==> src/rtl/slave_mem_arbiter_if.sv <==
`default_nettype none
// ============================================================================
// Module   : slave_mem_arbiter_if
// Purpose  : Bundles the two burst-master request channels, the shared
//            read-return path and the SlaveMemCore strobe/address/data lines
//            that connect to slave_mem_arbiter.
// Modports : slave  - the arbiter (consumes requests and MemDataOut, drives
//                     grants, read return and core strobes)
//            master - the environment (bus masters plus the memory core)
// Signals  : req/wr/addr/len/wr_data {0,1}   master request channel
//            gnt/beat_ack/rd_valid {0,1}      per-master response
//            rd_data, busy, err               shared status / read data
//            mem_wen/mem_ren/mem_wr_addr/mem_rd_addr/mem_data_in/mem_data_out
//                                             SlaveMemCore port
// Revision : 1.0 - initial release
// ============================================================================
interface slave_mem_arbiter_if #(
    parameter int DATA_W = 32,
    parameter int ADDR_W = 8,
    parameter int LEN_W  = 4
);
    // master request channels
    logic              req0;
    logic              req1;
    logic              wr0;
    logic              wr1;
    logic [ADDR_W-1:0] addr0;
    logic [ADDR_W-1:0] addr1;
    logic [LEN_W-1:0]  len0;
    logic [LEN_W-1:0]  len1;
    logic [DATA_W-1:0] wr_data0;
    logic [DATA_W-1:0] wr_data1;

    // per-master responses and shared status
    logic              gnt0;
    logic              gnt1;
    logic              beat_ack0;
    logic              beat_ack1;
    logic [DATA_W-1:0] rd_data;
    logic              rd_valid0;
    logic              rd_valid1;
    logic              busy;
    logic              err;

    // memory core side
    logic              mem_wen;
    logic              mem_ren;
    logic [ADDR_W-1:0] mem_wr_addr;
    logic [ADDR_W-1:0] mem_rd_addr;
    logic [DATA_W-1:0] mem_data_in;
    logic [DATA_W-1:0] mem_data_out;

    modport slave (
        input  req0, req1, wr0, wr1, addr0, addr1, len0, len1,
               wr_data0, wr_data1, mem_data_out,
        output gnt0, gnt1, beat_ack0, beat_ack1, rd_data, rd_valid0,
               rd_valid1, busy, err, mem_wen, mem_ren, mem_wr_addr,
               mem_rd_addr, mem_data_in
    );

    modport master (
        output req0, req1, wr0, wr1, addr0, addr1, len0, len1,
               wr_data0, wr_data1, mem_data_out,
        input  gnt0, gnt1, beat_ack0, beat_ack1, rd_data, rd_valid0,
               rd_valid1, busy, err, mem_wen, mem_ren, mem_wr_addr,
               mem_rd_addr, mem_data_in
    );
endinterface
`default_nettype wire

==> src/rtl/slave_mem_arbiter.sv <==
`default_nettype none
// ============================================================================
// Module   : slave_mem_arbiter
// Purpose  : Two-master round-robin burst arbiter/sequencer in front of the
//            SlaveMemCore array. One burst is in flight at a time; each burst
//            cycle issues exactly one memory beat. Read data is registered and
//            returned one cycle after its beat.
// Ports    : clk  - clock, all state on rising edge
//            rst  - synchronous active-high reset
//            bus  - slave_mem_arbiter_if.slave (masters + memory core)
// Options  : SLAVE_ARB_ERR_EN - when defined, requests whose burst would wrap
//            past the top of the address space are rejected with a one-cycle
//            err pulse instead of being granted.
// Revision : 1.0 - initial release
// ============================================================================
module slave_mem_arbiter #(
    parameter int DATA_W = 32,
    parameter int ADDR_W = 8,
    parameter int LEN_W  = 4
) (
    input  wire logic            clk,
    input  wire logic            rst,
    slave_mem_arbiter_if.slave   bus
);

    typedef enum logic [0:0] {
        S_IDLE  = 1'b0,
        S_BURST = 1'b1
    } state_t;

    state_t            r_state;
    logic              r_ptr;        // master favoured when both request
    logic              r_sel;        // master owning the current burst
    logic              r_wr;
    logic [ADDR_W-1:0] r_base;
    logic [LEN_W-1:0]  r_len;
    logic [LEN_W-1:0]  r_cnt;
    logic              r_gnt0;
    logic              r_gnt1;
    logic              r_mem_wen;
    logic              r_mem_ren;
    logic [ADDR_W-1:0] r_mem_wr_addr;
    logic [ADDR_W-1:0] r_mem_rd_addr;
    logic [DATA_W-1:0] r_rd_data;
    logic              r_rd_valid0;
    logic              r_rd_valid1;
    logic              r_err;

    logic              w_any;
    logic              w_sel;
    logic              w_sel_wr;
    logic [ADDR_W-1:0] w_sel_addr;
    logic [LEN_W-1:0]  w_sel_len;
    logic              w_reject;
    logic              w_last;
    logic [LEN_W-1:0]  w_cnt_nxt;
    logic [ADDR_W-1:0] w_beat_addr_nxt;

    // ------------------------------------------------------------------
    // Request selection: a lone requester wins outright, a tie goes to
    // the round-robin pointer.
    // ------------------------------------------------------------------
    assign w_any      = bus.req0 | bus.req1;
    assign w_sel      = (bus.req0 & bus.req1) ? r_ptr : bus.req1;
    assign w_sel_wr   = w_sel ? bus.wr1   : bus.wr0;
    assign w_sel_addr = w_sel ? bus.addr1 : bus.addr0;
    assign w_sel_len  = w_sel ? bus.len1  : bus.len0;

`ifdef SLAVE_ARB_ERR_EN
    // Carry out of addr+len means the burst would wrap past the top word.
    logic [ADDR_W:0] w_end;
    assign w_end    = {1'b0, w_sel_addr} + (ADDR_W+1)'(w_sel_len);
    assign w_reject = w_end[ADDR_W];
`else
    assign w_reject = 1'b0;
`endif

    // ------------------------------------------------------------------
    // Beat bookkeeping. The address for the next beat is computed one
    // cycle ahead so the memory strobes and addresses leave registers;
    // the natural ADDR_W truncation gives the wrap to address zero.
    // ------------------------------------------------------------------
    assign w_last          = (r_cnt == r_len);
    assign w_cnt_nxt       = r_cnt + 1'b1;
    assign w_beat_addr_nxt = r_base + ADDR_W'(w_cnt_nxt);

    always_ff @(posedge clk) begin
        if (rst) begin
            r_state       <= S_IDLE;
            r_ptr         <= 1'b0;
            r_sel         <= 1'b0;
            r_wr          <= 1'b0;
            r_base        <= '0;
            r_len         <= '0;
            r_cnt         <= '0;
            r_gnt0        <= 1'b0;
            r_gnt1        <= 1'b0;
            r_mem_wen     <= 1'b0;
            r_mem_ren     <= 1'b0;
            r_mem_wr_addr <= '0;
            r_mem_rd_addr <= '0;
            r_rd_data     <= '0;
            r_rd_valid0   <= 1'b0;
            r_rd_valid1   <= 1'b0;
            r_err         <= 1'b0;
        end else begin
            r_err       <= 1'b0;
            r_rd_valid0 <= 1'b0;
            r_rd_valid1 <= 1'b0;

            case (r_state)
                S_IDLE: begin
                    if (w_any) begin
                        if (w_reject) begin
                            // Rejected request still costs the requester
                            // its turn so the other master is not starved.
                            r_err <= 1'b1;
                            r_ptr <= ~w_sel;
                        end else begin
                            r_state   <= S_BURST;
                            r_sel     <= w_sel;
                            r_wr      <= w_sel_wr;
                            r_base    <= w_sel_addr;
                            r_len     <= w_sel_len;
                            r_cnt     <= '0;
                            r_gnt0    <= ~w_sel;
                            r_gnt1    <= w_sel;
                            r_mem_wen <= w_sel_wr;
                            r_mem_ren <= ~w_sel_wr;
                            // Only the address of the active direction
                            // moves; the other one keeps its last value.
                            if (w_sel_wr) begin
                                r_mem_wr_addr <= w_sel_addr;
                            end else begin
                                r_mem_rd_addr <= w_sel_addr;
                            end
                        end
                    end
                end

                S_BURST: begin
                    // Core read is combinational on MemRdAddr, so the beat's
                    // data is present on MemDataOut by the end of the beat.
                    if (!r_wr) begin
                        r_rd_data   <= bus.mem_data_out;
                        r_rd_valid0 <= ~r_sel;
                        r_rd_valid1 <= r_sel;
                    end

                    if (w_last) begin
                        r_state   <= S_IDLE;
                        r_gnt0    <= 1'b0;
                        r_gnt1    <= 1'b0;
                        r_mem_wen <= 1'b0;
                        r_mem_ren <= 1'b0;
                        r_ptr     <= ~r_sel;
                    end else begin
                        r_cnt <= w_cnt_nxt;
                        if (r_wr) begin
                            r_mem_wr_addr <= w_beat_addr_nxt;
                        end else begin
                            r_mem_rd_addr <= w_beat_addr_nxt;
                        end
                    end
                end

                default: begin
                    r_state <= S_IDLE;
                end
            endcase
        end
    end

    // ------------------------------------------------------------------
    // Outputs. Gnt and BeatAck coincide because every burst cycle is a
    // beat. Write data is steered straight from the owning master so the
    // beat it presents is the beat that is written.
    // ------------------------------------------------------------------
    assign bus.gnt0        = r_gnt0;
    assign bus.gnt1        = r_gnt1;
    assign bus.beat_ack0   = r_gnt0;
    assign bus.beat_ack1   = r_gnt1;
    assign bus.rd_data     = r_rd_data;
    assign bus.rd_valid0   = r_rd_valid0;
    assign bus.rd_valid1   = r_rd_valid1;
    assign bus.busy        = (r_state == S_BURST);
    assign bus.err         = r_err;
    assign bus.mem_wen     = r_mem_wen;
    assign bus.mem_ren     = r_mem_ren;
    assign bus.mem_wr_addr = r_mem_wr_addr;
    assign bus.mem_rd_addr = r_mem_rd_addr;
    assign bus.mem_data_in = ((r_state == S_BURST) && r_wr)
                             ? (r_sel ? bus.wr_data1 : bus.wr_data0)
                             : '0;

    a_strobe_exclusive : assert property (@(posedge clk) !(r_mem_wen && r_mem_ren));
    a_grant_exclusive  : assert property (@(posedge clk) !(r_gnt0 && r_gnt1));

endmodule
`default_nettype wire

==> src/flat_wrapper.sv <==
// flat-port wrapper written by rule: the top's interface ports become plain ports
module slave_mem_arbiter_flat 
#(
    parameter int DATA_W = 32,
    parameter int ADDR_W = 8,
    parameter int LEN_W  = 4
)
  (clk, rst, bus_req0, bus_req1, bus_wr0, bus_wr1, bus_addr0, bus_addr1, bus_len0, bus_len1, bus_wr_data0, bus_wr_data1, bus_mem_data_out, bus_gnt0, bus_gnt1, bus_beat_ack0, bus_beat_ack1, bus_rd_data, bus_rd_valid0, bus_rd_valid1, bus_busy, bus_err, bus_mem_wen, bus_mem_ren, bus_mem_wr_addr, bus_mem_rd_addr, bus_mem_data_in);
  slave_mem_arbiter_if #(.DATA_W(DATA_W), .ADDR_W(ADDR_W), .LEN_W(LEN_W)) bus_i ();
  input  wire logic clk;
  input  wire logic rst;
  input wire logic [$bits(bus_i.req0)-1:0] bus_req0;
  input wire logic [$bits(bus_i.req1)-1:0] bus_req1;
  input wire logic [$bits(bus_i.wr0)-1:0] bus_wr0;
  input wire logic [$bits(bus_i.wr1)-1:0] bus_wr1;
  input wire logic [$bits(bus_i.addr0)-1:0] bus_addr0;
  input wire logic [$bits(bus_i.addr1)-1:0] bus_addr1;
  input wire logic [$bits(bus_i.len0)-1:0] bus_len0;
  input wire logic [$bits(bus_i.len1)-1:0] bus_len1;
  input wire logic [$bits(bus_i.wr_data0)-1:0] bus_wr_data0;
  input wire logic [$bits(bus_i.wr_data1)-1:0] bus_wr_data1;
  input wire logic [$bits(bus_i.mem_data_out)-1:0] bus_mem_data_out;
  output wire logic [$bits(bus_i.gnt0)-1:0] bus_gnt0;
  output wire logic [$bits(bus_i.gnt1)-1:0] bus_gnt1;
  output wire logic [$bits(bus_i.beat_ack0)-1:0] bus_beat_ack0;
  output wire logic [$bits(bus_i.beat_ack1)-1:0] bus_beat_ack1;
  output wire logic [$bits(bus_i.rd_data)-1:0] bus_rd_data;
  output wire logic [$bits(bus_i.rd_valid0)-1:0] bus_rd_valid0;
  output wire logic [$bits(bus_i.rd_valid1)-1:0] bus_rd_valid1;
  output wire logic [$bits(bus_i.busy)-1:0] bus_busy;
  output wire logic [$bits(bus_i.err)-1:0] bus_err;
  output wire logic [$bits(bus_i.mem_wen)-1:0] bus_mem_wen;
  output wire logic [$bits(bus_i.mem_ren)-1:0] bus_mem_ren;
  output wire logic [$bits(bus_i.mem_wr_addr)-1:0] bus_mem_wr_addr;
  output wire logic [$bits(bus_i.mem_rd_addr)-1:0] bus_mem_rd_addr;
  output wire logic [$bits(bus_i.mem_data_in)-1:0] bus_mem_data_in;
  assign bus_i.req0 = bus_req0;
  assign bus_i.req1 = bus_req1;
  assign bus_i.wr0 = bus_wr0;
  assign bus_i.wr1 = bus_wr1;
  assign bus_i.addr0 = bus_addr0;
  assign bus_i.addr1 = bus_addr1;
  assign bus_i.len0 = bus_len0;
  assign bus_i.len1 = bus_len1;
  assign bus_i.wr_data0 = bus_wr_data0;
  assign bus_i.wr_data1 = bus_wr_data1;
  assign bus_i.mem_data_out = bus_mem_data_out;
  assign bus_gnt0 = bus_i.gnt0;
  assign bus_gnt1 = bus_i.gnt1;
  assign bus_beat_ack0 = bus_i.beat_ack0;
  assign bus_beat_ack1 = bus_i.beat_ack1;
  assign bus_rd_data = bus_i.rd_data;
  assign bus_rd_valid0 = bus_i.rd_valid0;
  assign bus_rd_valid1 = bus_i.rd_valid1;
  assign bus_busy = bus_i.busy;
  assign bus_err = bus_i.err;
  assign bus_mem_wen = bus_i.mem_wen;
  assign bus_mem_ren = bus_i.mem_ren;
  assign bus_mem_wr_addr = bus_i.mem_wr_addr;
  assign bus_mem_rd_addr = bus_i.mem_rd_addr;
  assign bus_mem_data_in = bus_i.mem_data_in;
  slave_mem_arbiter #(.DATA_W(DATA_W), .ADDR_W(ADDR_W), .LEN_W(LEN_W)) u_core (.clk(clk), .rst(rst), .bus(bus_i));
endmodule
==> config.mk <==
export PLATFORM = sky130hd
export DESIGN_NAME = slave_mem_arbiter_flat
export DESIGN_NICKNAME = d
export VERILOG_FILES = /design/src/rtl/slave_mem_arbiter_if.sv /design/src/rtl/slave_mem_arbiter.sv /design/src/flat_wrapper.sv
export SDC_FILE = /design/constraint.sdc
export NUM_CORES = 1
export LEC_CHECK = 0
export CORE_AREA = 4 4 104 106
export DETAILED_ROUTE_END_ITERATION = 7
export DIE_AREA = 0 0 108 110
export GPL_TIMING_DRIVEN = 0
export PLACE_DENSITY_LB_ADDON = 0.1
export SETUP_SLACK_MARGIN = 0.4
export SLEW_MARGIN = 20
export SYNTH_ARGS = -nofsm -noshare
export SYNTH_HDL_FRONTEND = slang
export SYNTH_SLANG_ARGS = --single-unit
==> constraint.sdc <==
create_clock -name clk -period 2.7 [get_ports clk]
set_input_delay 0.54 -clock clk [delete_from_list [all_inputs] [get_ports clk]]
set_output_delay 0.54 -clock clk [all_outputs]
set_load 0.03 [all_outputs]
Word-level counts from Yosys, hierarchy flattened
Index checks and enable logic that the tools add are counted.
{"block": "word_totals", "ff_bits": 74, "latch_bits": 0, "ram_bits": 0, "romBits": 0, "in_bits": 126, "out_inout_bits": 90, "wordCells": 75, "mem_count": 0}
{"block": "op_classes", "add_sub_neg": 2, "n_mul": 0, "div_mod_pow": 0, "n_lt_le_gt_ge": 0, "eq_ne": 8, "n_shift": 0, "mux": 33, "n_bitwise": 7, "reduce_logical": 9}
{"operator": "2-to-1 mux 8 bit", "count": 9}
{"operator": "2-to-1 mux 32 bit", "count": 2}
{"operator": "one-hot mux 8 bit (2 select lines)", "count": 2}
{"operator": "2-to-1 mux 4 bit", "count": 3}
{"operator": "2-to-1 mux 1 bit", "count": 11}
{"operator": "inequality test 2 bit, second input constant", "count": 5}
{"operator": "one-hot mux 1 bit (2 select lines)", "count": 5}
{"operator": "AND reduction 2 bit", "count": 5}
{"operator": "adder 8 x 4 -> 8 bit", "count": 1}
{"operator": "one-hot mux 4 bit (2 select lines)", "count": 1}
{"operator": "AND reduction 4 bit", "count": 2}
{"operator": "inverter 1 bit", "count": 5}
{"operator": "adder 4 x 1 -> 4 bit, second input constant", "count": 1}
{"operator": "equality test 4 bit", "count": 1}
{"operator": "inequality test 2 x 1 -> 1 bit, second input constant", "count": 2}
{"operator": "OR reduction 3 bit", "count": 1}
{"operator": "bitwise AND 1 bit", "count": 1}
{"operator": "logical AND 1 bit", "count": 1}
{"operator": "OR 1 bit", "count": 1}

Logic depth before layout (Yosys ltp)
{"block": "logic_depth", "ltp_word": 6, "mapped_depth": 8, "ltp_nobuf": 8}

Least setup slack after synthesis
OpenSTA, ideal clock, no wires.
{"block": "synth_timing", "path_type": "flip-flop to flip-flop", "start": "register u_core.r_cnt[0]", "end": "register u_core.r_mem_rd_addr[5], in the netlist u_core.bus.mem_rd_addr[5]", "arrival_ns": 1.985, "required_ns": 2.568, "setup_slack_ns": 0.582, "stages_incl_launch_ff": 8, "path_buffers": 0, "synth_period_minus_slack_ns": 2.118, "path_cell_list": "dfxtp_1 -> ha_1 -> ha_1 -> a211oi_1 -> o21ai_0 -> and3_1 -> o311ai_0 -> a21oi_1"}
{"block": "synth_via", "elab_chain_len": 5}
{"element": "start, declared", "line": "slave_mem_arbiter.sv:37", "text": "logic [LEN_W-1:0] r_cnt;"}
{"element": "start signal, assigned", "line": "slave_mem_arbiter.sv:158", "text": "r_cnt <= w_cnt_nxt;"}
{"element": "adder 4 x 1 -> 4 bit", "line": "slave_mem_arbiter.sv:84", "text": "assign w_cnt_nxt = r_cnt + 1'b1;"}
{"element": "adder 8 x 4 -> 8 bit", "line": "slave_mem_arbiter.sv:85", "text": "assign w_beat_addr_nxt = r_base + ADDR_W'(w_cnt_nxt);"}
{"element": "2-to-1 mux 8 bit", "line": "slave_mem_arbiter.sv:159", "text": "if (r_wr) begin"}
{"element": "2-to-1 mux 8 bit", "line": "slave_mem_arbiter.sv:150", "text": "if (w_last) begin"}
{"element": "one-hot mux 8 bit (2 select lines)", "line": "slave_mem_arbiter.sv:111", "text": "case (r_state)"}
{"element": "end signal, assigned", "line": "slave_mem_arbiter.sv:135", "text": "r_mem_rd_addr <= w_sel_addr;"}
{"element": "end signal, assigned", "line": "slave_mem_arbiter.sv:162", "text": "r_mem_rd_addr <= w_beat_addr_nxt;"}
{"element": "end, declared", "line": "slave_mem_arbiter.sv:43", "text": "logic [ADDR_W-1:0] r_mem_rd_addr;"}
Parallel ways exist; a longest one is shown, timed or not. The select of a mux whose other input is x is not followed.
A chain may end at the register's enable or synchronous reset.

Worst setup path in the final report
{"block": "layout_timing", "start": "register u_core.r_state, in the netlist u_core.bus.busy", "end": "output port bus_mem_data_in[12]"}
{"block": "layout_via", "elab_chain_len": 2}
{"element": "start, declared", "line": "slave_mem_arbiter.sv:31", "text": "state_t r_state;"}
{"element": "start signal, assigned", "line": "slave_mem_arbiter.sv:89", "text": "r_state <= S_IDLE;"}
{"element": "start signal, assigned", "line": "slave_mem_arbiter.sv:120", "text": "r_state <= S_BURST;"}
{"element": "start signal, assigned", "line": "slave_mem_arbiter.sv:151", "text": "r_state <= S_IDLE;"}
{"element": "logical AND 1 bit", "line": "slave_mem_arbiter.sv:192", "text": "assign bus.mem_data_in = ((r_state == S_BURST) && r_wr)"}
{"element": "2-to-1 mux 32 bit", "line": "slave_mem_arbiter.sv:193", "text": "? (r_sel ? bus.wr_data1 : bus.wr_data0)"}
{"element": "end, declared", "line": "flat_wrapper.sv:36", "text": "output wire logic [$bits(bus_i.mem_data_in)-1:0] bus_mem_data_in;"}
No other way between the ends.

==> reports/qor.yml <==
placed_design:
  place_inst: 810
  portBuffers: 213
  place_ws_ns: 0.1209
  hpwlAfterDp_um: 10390
  gp_congestion: 0.9124
  dpl_cell_area_um2: 5984
timing:
  fin_setup_tns_ns: 0
  tightest_slew_ns: 0.6151
  slew_violations: 0
  finClkSkew_ns: 0.01329
  max_freq_mhz: 457.0
  finalSetupViolCount: 0
  layout_setup_ws_ns: 0.5119
  hold_viol: 0
  period_minus_slack_ns: 2.188
  fin_crit_sh: 0.8104
  timing.hold.ws_ns: 0.4551
  rsz0062_at_grt: "false"
  relSlewSlack: 0.5899
yosys:
  ys_ff_latch: 74
  synth.distinct_cells: 40
  synthMuxAreaShare: 0.1127
  yosys.area_share.simple: 0.2091
  synth_top_area_share: 0.4019
  synth_top_cell_by_area: "dfxtp_1"
  ys.warnings.count: 0
  synth_top_family_by_area: "simple AND/OR/NAND/NOR gates"
  synthesis.area_um2: 3686
  yosys-top-cells-area: "dfxtp_1 40%, mux2i_1 10%, nand2_1 8.8%"
  yosysSeqAreaShare: 0.4019
  ys_async_sr_fraction: 0
  synth_compound_area_frac: 0.1813
  synth_top_flop_cell: "dfxtp_1"
  syn_nets: 596
  yosys.area_share.adder: 0.02240
  synth_edf_count: 0
  synth.avg_cell_area_um2: 7.944
  synthXorXnorAreaFrac: 0.02138
  synth_cells: 464
clocking:
  htree_levels: 3
  cts-buffers-inserted: 9
  cts_buffer_depth: 2
  clockRootBuffer: "clkbuf_8"
  clock_latency_ns: 0.35
  clock_sinks: 74
  cts_tree: "yes"
  cts.reportedPaths.clkPinSlew_ns: 0.08
routing:
  vias_per_cell: 4.942
  drtIter0Drc: 173
  drc_errors: 0
  antenna_left: 0
  routed_wl_um: 12950
  wire_per_inst_um: 15.66
  first_pass_iters: 4
  vias: 4087
cells_and_area:
  final_cell_area_um2: 6112
  final_core_util: 0.6253
  areaGrowthSynthToFinish_pct: 65.82
  final_cells: 827
  diodes: 0
  nets: 821
  drive_gt1_frac: 0.1153
  nFillCells: 920
critical_path:
  cp_max_fo: 10
  reg2regPathDepth: 7
  slowest_delay_ns: 0.39
  end_kind: "output pin"
  cp_num_cells: 5
  critPathBufInv: 3
  arrival_ns: 1.65
  path_class: "reg -> out"
  regToRegEndpoint: "u_core.bus.mem_wr_addr[5]"
  crit_family: "buffers and inverters"
  worst_setup_path_start_kind: "flip-flop"
  worstSetupEndpoint: "bus_mem_data_in[12]"
  reg2reg_slack_ns: 0.53
  r2r_start: "u_core.r_cnt[0]"
  required_ns: 2.16
  crit_slowest_cell: "dfxtp_1"
  crit_chain: "buf_6 > nand2_2 > buf_2 > nor2_1 > clkdlybuf4s18_2"
  cp-startpoint: "u_core.bus.busy"
die:
  die_h_um: 110
  die-area_um2: 11880
  coreArea_um2: 9774
  rows: 36
  die_w_um: 108
  start_util: 0.3771
  pin_count: 216
global_route:
  grt_max_degree: 14
  grt_pass1_wl_um: 19890
  antenna_found_initial: 0
  globalRouteOverflowTotal: 0
  grt_pass1_vias: 4146
  grt_usage: 0.2165
status:
  outcome: "completed"
power:
  p_leak_nw: 2.395
  ir_worst_vdd_mv: 0.2607
  p_per_area_nw_per_um2: 563.7
  p_total_mw: 3.446
min_path:
  worstHoldPathType: "reg -> reg"
  min_from: "u_core.bus.rd_data[11]"
flow_run:
  maxCapViolations: 0
## how the worst min path moves through the flow
stage                                     end  depth (start not counted)
global route            u_core.bus.rd_data[1]                          2
floorplan                    u_core.r_base[0]                          2
CTS                     u_core.bus.rd_data[3]                          2
detailed placement  u_core.bus.mem_rd_addr[2]                          2
global placement       u_core.bus.rd_data[13]                          2
finish                 u_core.bus.rd_data[11]                          2
## worst reg2reg max path: stages, from the launching register on
cell and delay [ns]:
dfxtp_2 0.38, ha_2 0.31, ha_1 0.33, a211oi_2 0.25, o21ai_0 0.14, and3_1 0.22
o311ai_1 0.30, a21oi_1 0.12
## per-layer routing
metal	part of all wire	track usage	routed length, um	vias to the layer above
met3	0.098	0.07280	1273	15
li1	-	-	-	2046
met1	0.36	0.2313	4706	1864
met5	0	0	0	-
met4	0.016	0.07394	213	0
met2	0.52	0.3996	6757	162
## cells in the final DEF (no fill, tap or decap), types with 9 or more instances in the layout
cell and count:
a21oi_1 54, a311oi_1 9, buf_2 35, clkbuf_1 16, clkbuf_8 9, clkdlybuf4s50_1 181
dfxtp_1 72, inv_1 9, mux2i_1 37, nand2_1 85, nand3_1 13, nor2_1 63
o21ai_0 12
## cell families after synthesis
| kind of cell | Yosys count |
|---|---|
| XOR/XNOR | 9 |
| AO/OA/AOI/OAI | 107 |
| adder cells (fa/ha/maj) | 6 |
| flip-flops | 74 |
| AND/OR/NAND/NOR | 183 |
| other | 1 |
| buffers and inverters | 43 |
| multiplexers | 41 |
## synthesized netlist by cell type, types with 3 or more instances
cell type   n
a211oi_1    7
a21o_1      3
a21oi_1    54
a311oi_1    9
buf_2      10
buf_4       3
clkbuf_1   18
dfxtp_1    74
ha_1        5
inv_1       9
mux2_2      4
mux2i_1    37
nand2_1    86
nand2b_1    4
nand3_1    13
nor2_1     63
nor3_1      6
nor3b_1     3
o211ai_1    6
o21ai_0    13
xor2_1      7
## what timing repair did
| item | CTS | global route |
|---|---|---|
| buffers inserted | 0 | 1 |
| pin swaps | 0 | 1 |
| hold buffers | 0 | 0 |
| cloned | 0 | 0 |
| setup endpoints to repair | 34 | 35 |
| resized for setup | 100 | 70 |
## state kept, by name, indices dropped and copies added (netlist names), 4 cells and up
| register | count |
|---|---|
| u_core.bus.mem_rd_addr | 8 |
| u_core.r_cnt | 4 |
| u_core.bus.mem_wr_addr | 8 |
| u_core.r_base | 8 |
| u_core.bus.rd_data | 32 |
| u_core.r_len | 4 |
## final cells by class
type	instances	area, um2	area share
well taps	133	166.4	0.02723
multi-input cells	347	2038	0.3335
clock buffers	10	127.6	0.02088
inverters	10	37.54	0.006141
clock inverters	6	90.09	0.01474
flip-flops and latches	74	1484	0.2428
plain buffers	33	176.4	0.02886
repair buffers	214	1992	0.3259
## where the power goes
| part | total [mW] | switching [mW] | internal (mW) |
|---|---|---|---|
| sequential | 1.28 | 0.0740 | 1.21 |
| clock | 0.938 | 0.414 | 0.524 |
| combinational | 1.23 | 0.682 | 0.544 |
| total | 3.45 | 1.17 | 2.28 |
Note: power is estimated with default switching activity, not from simulation.
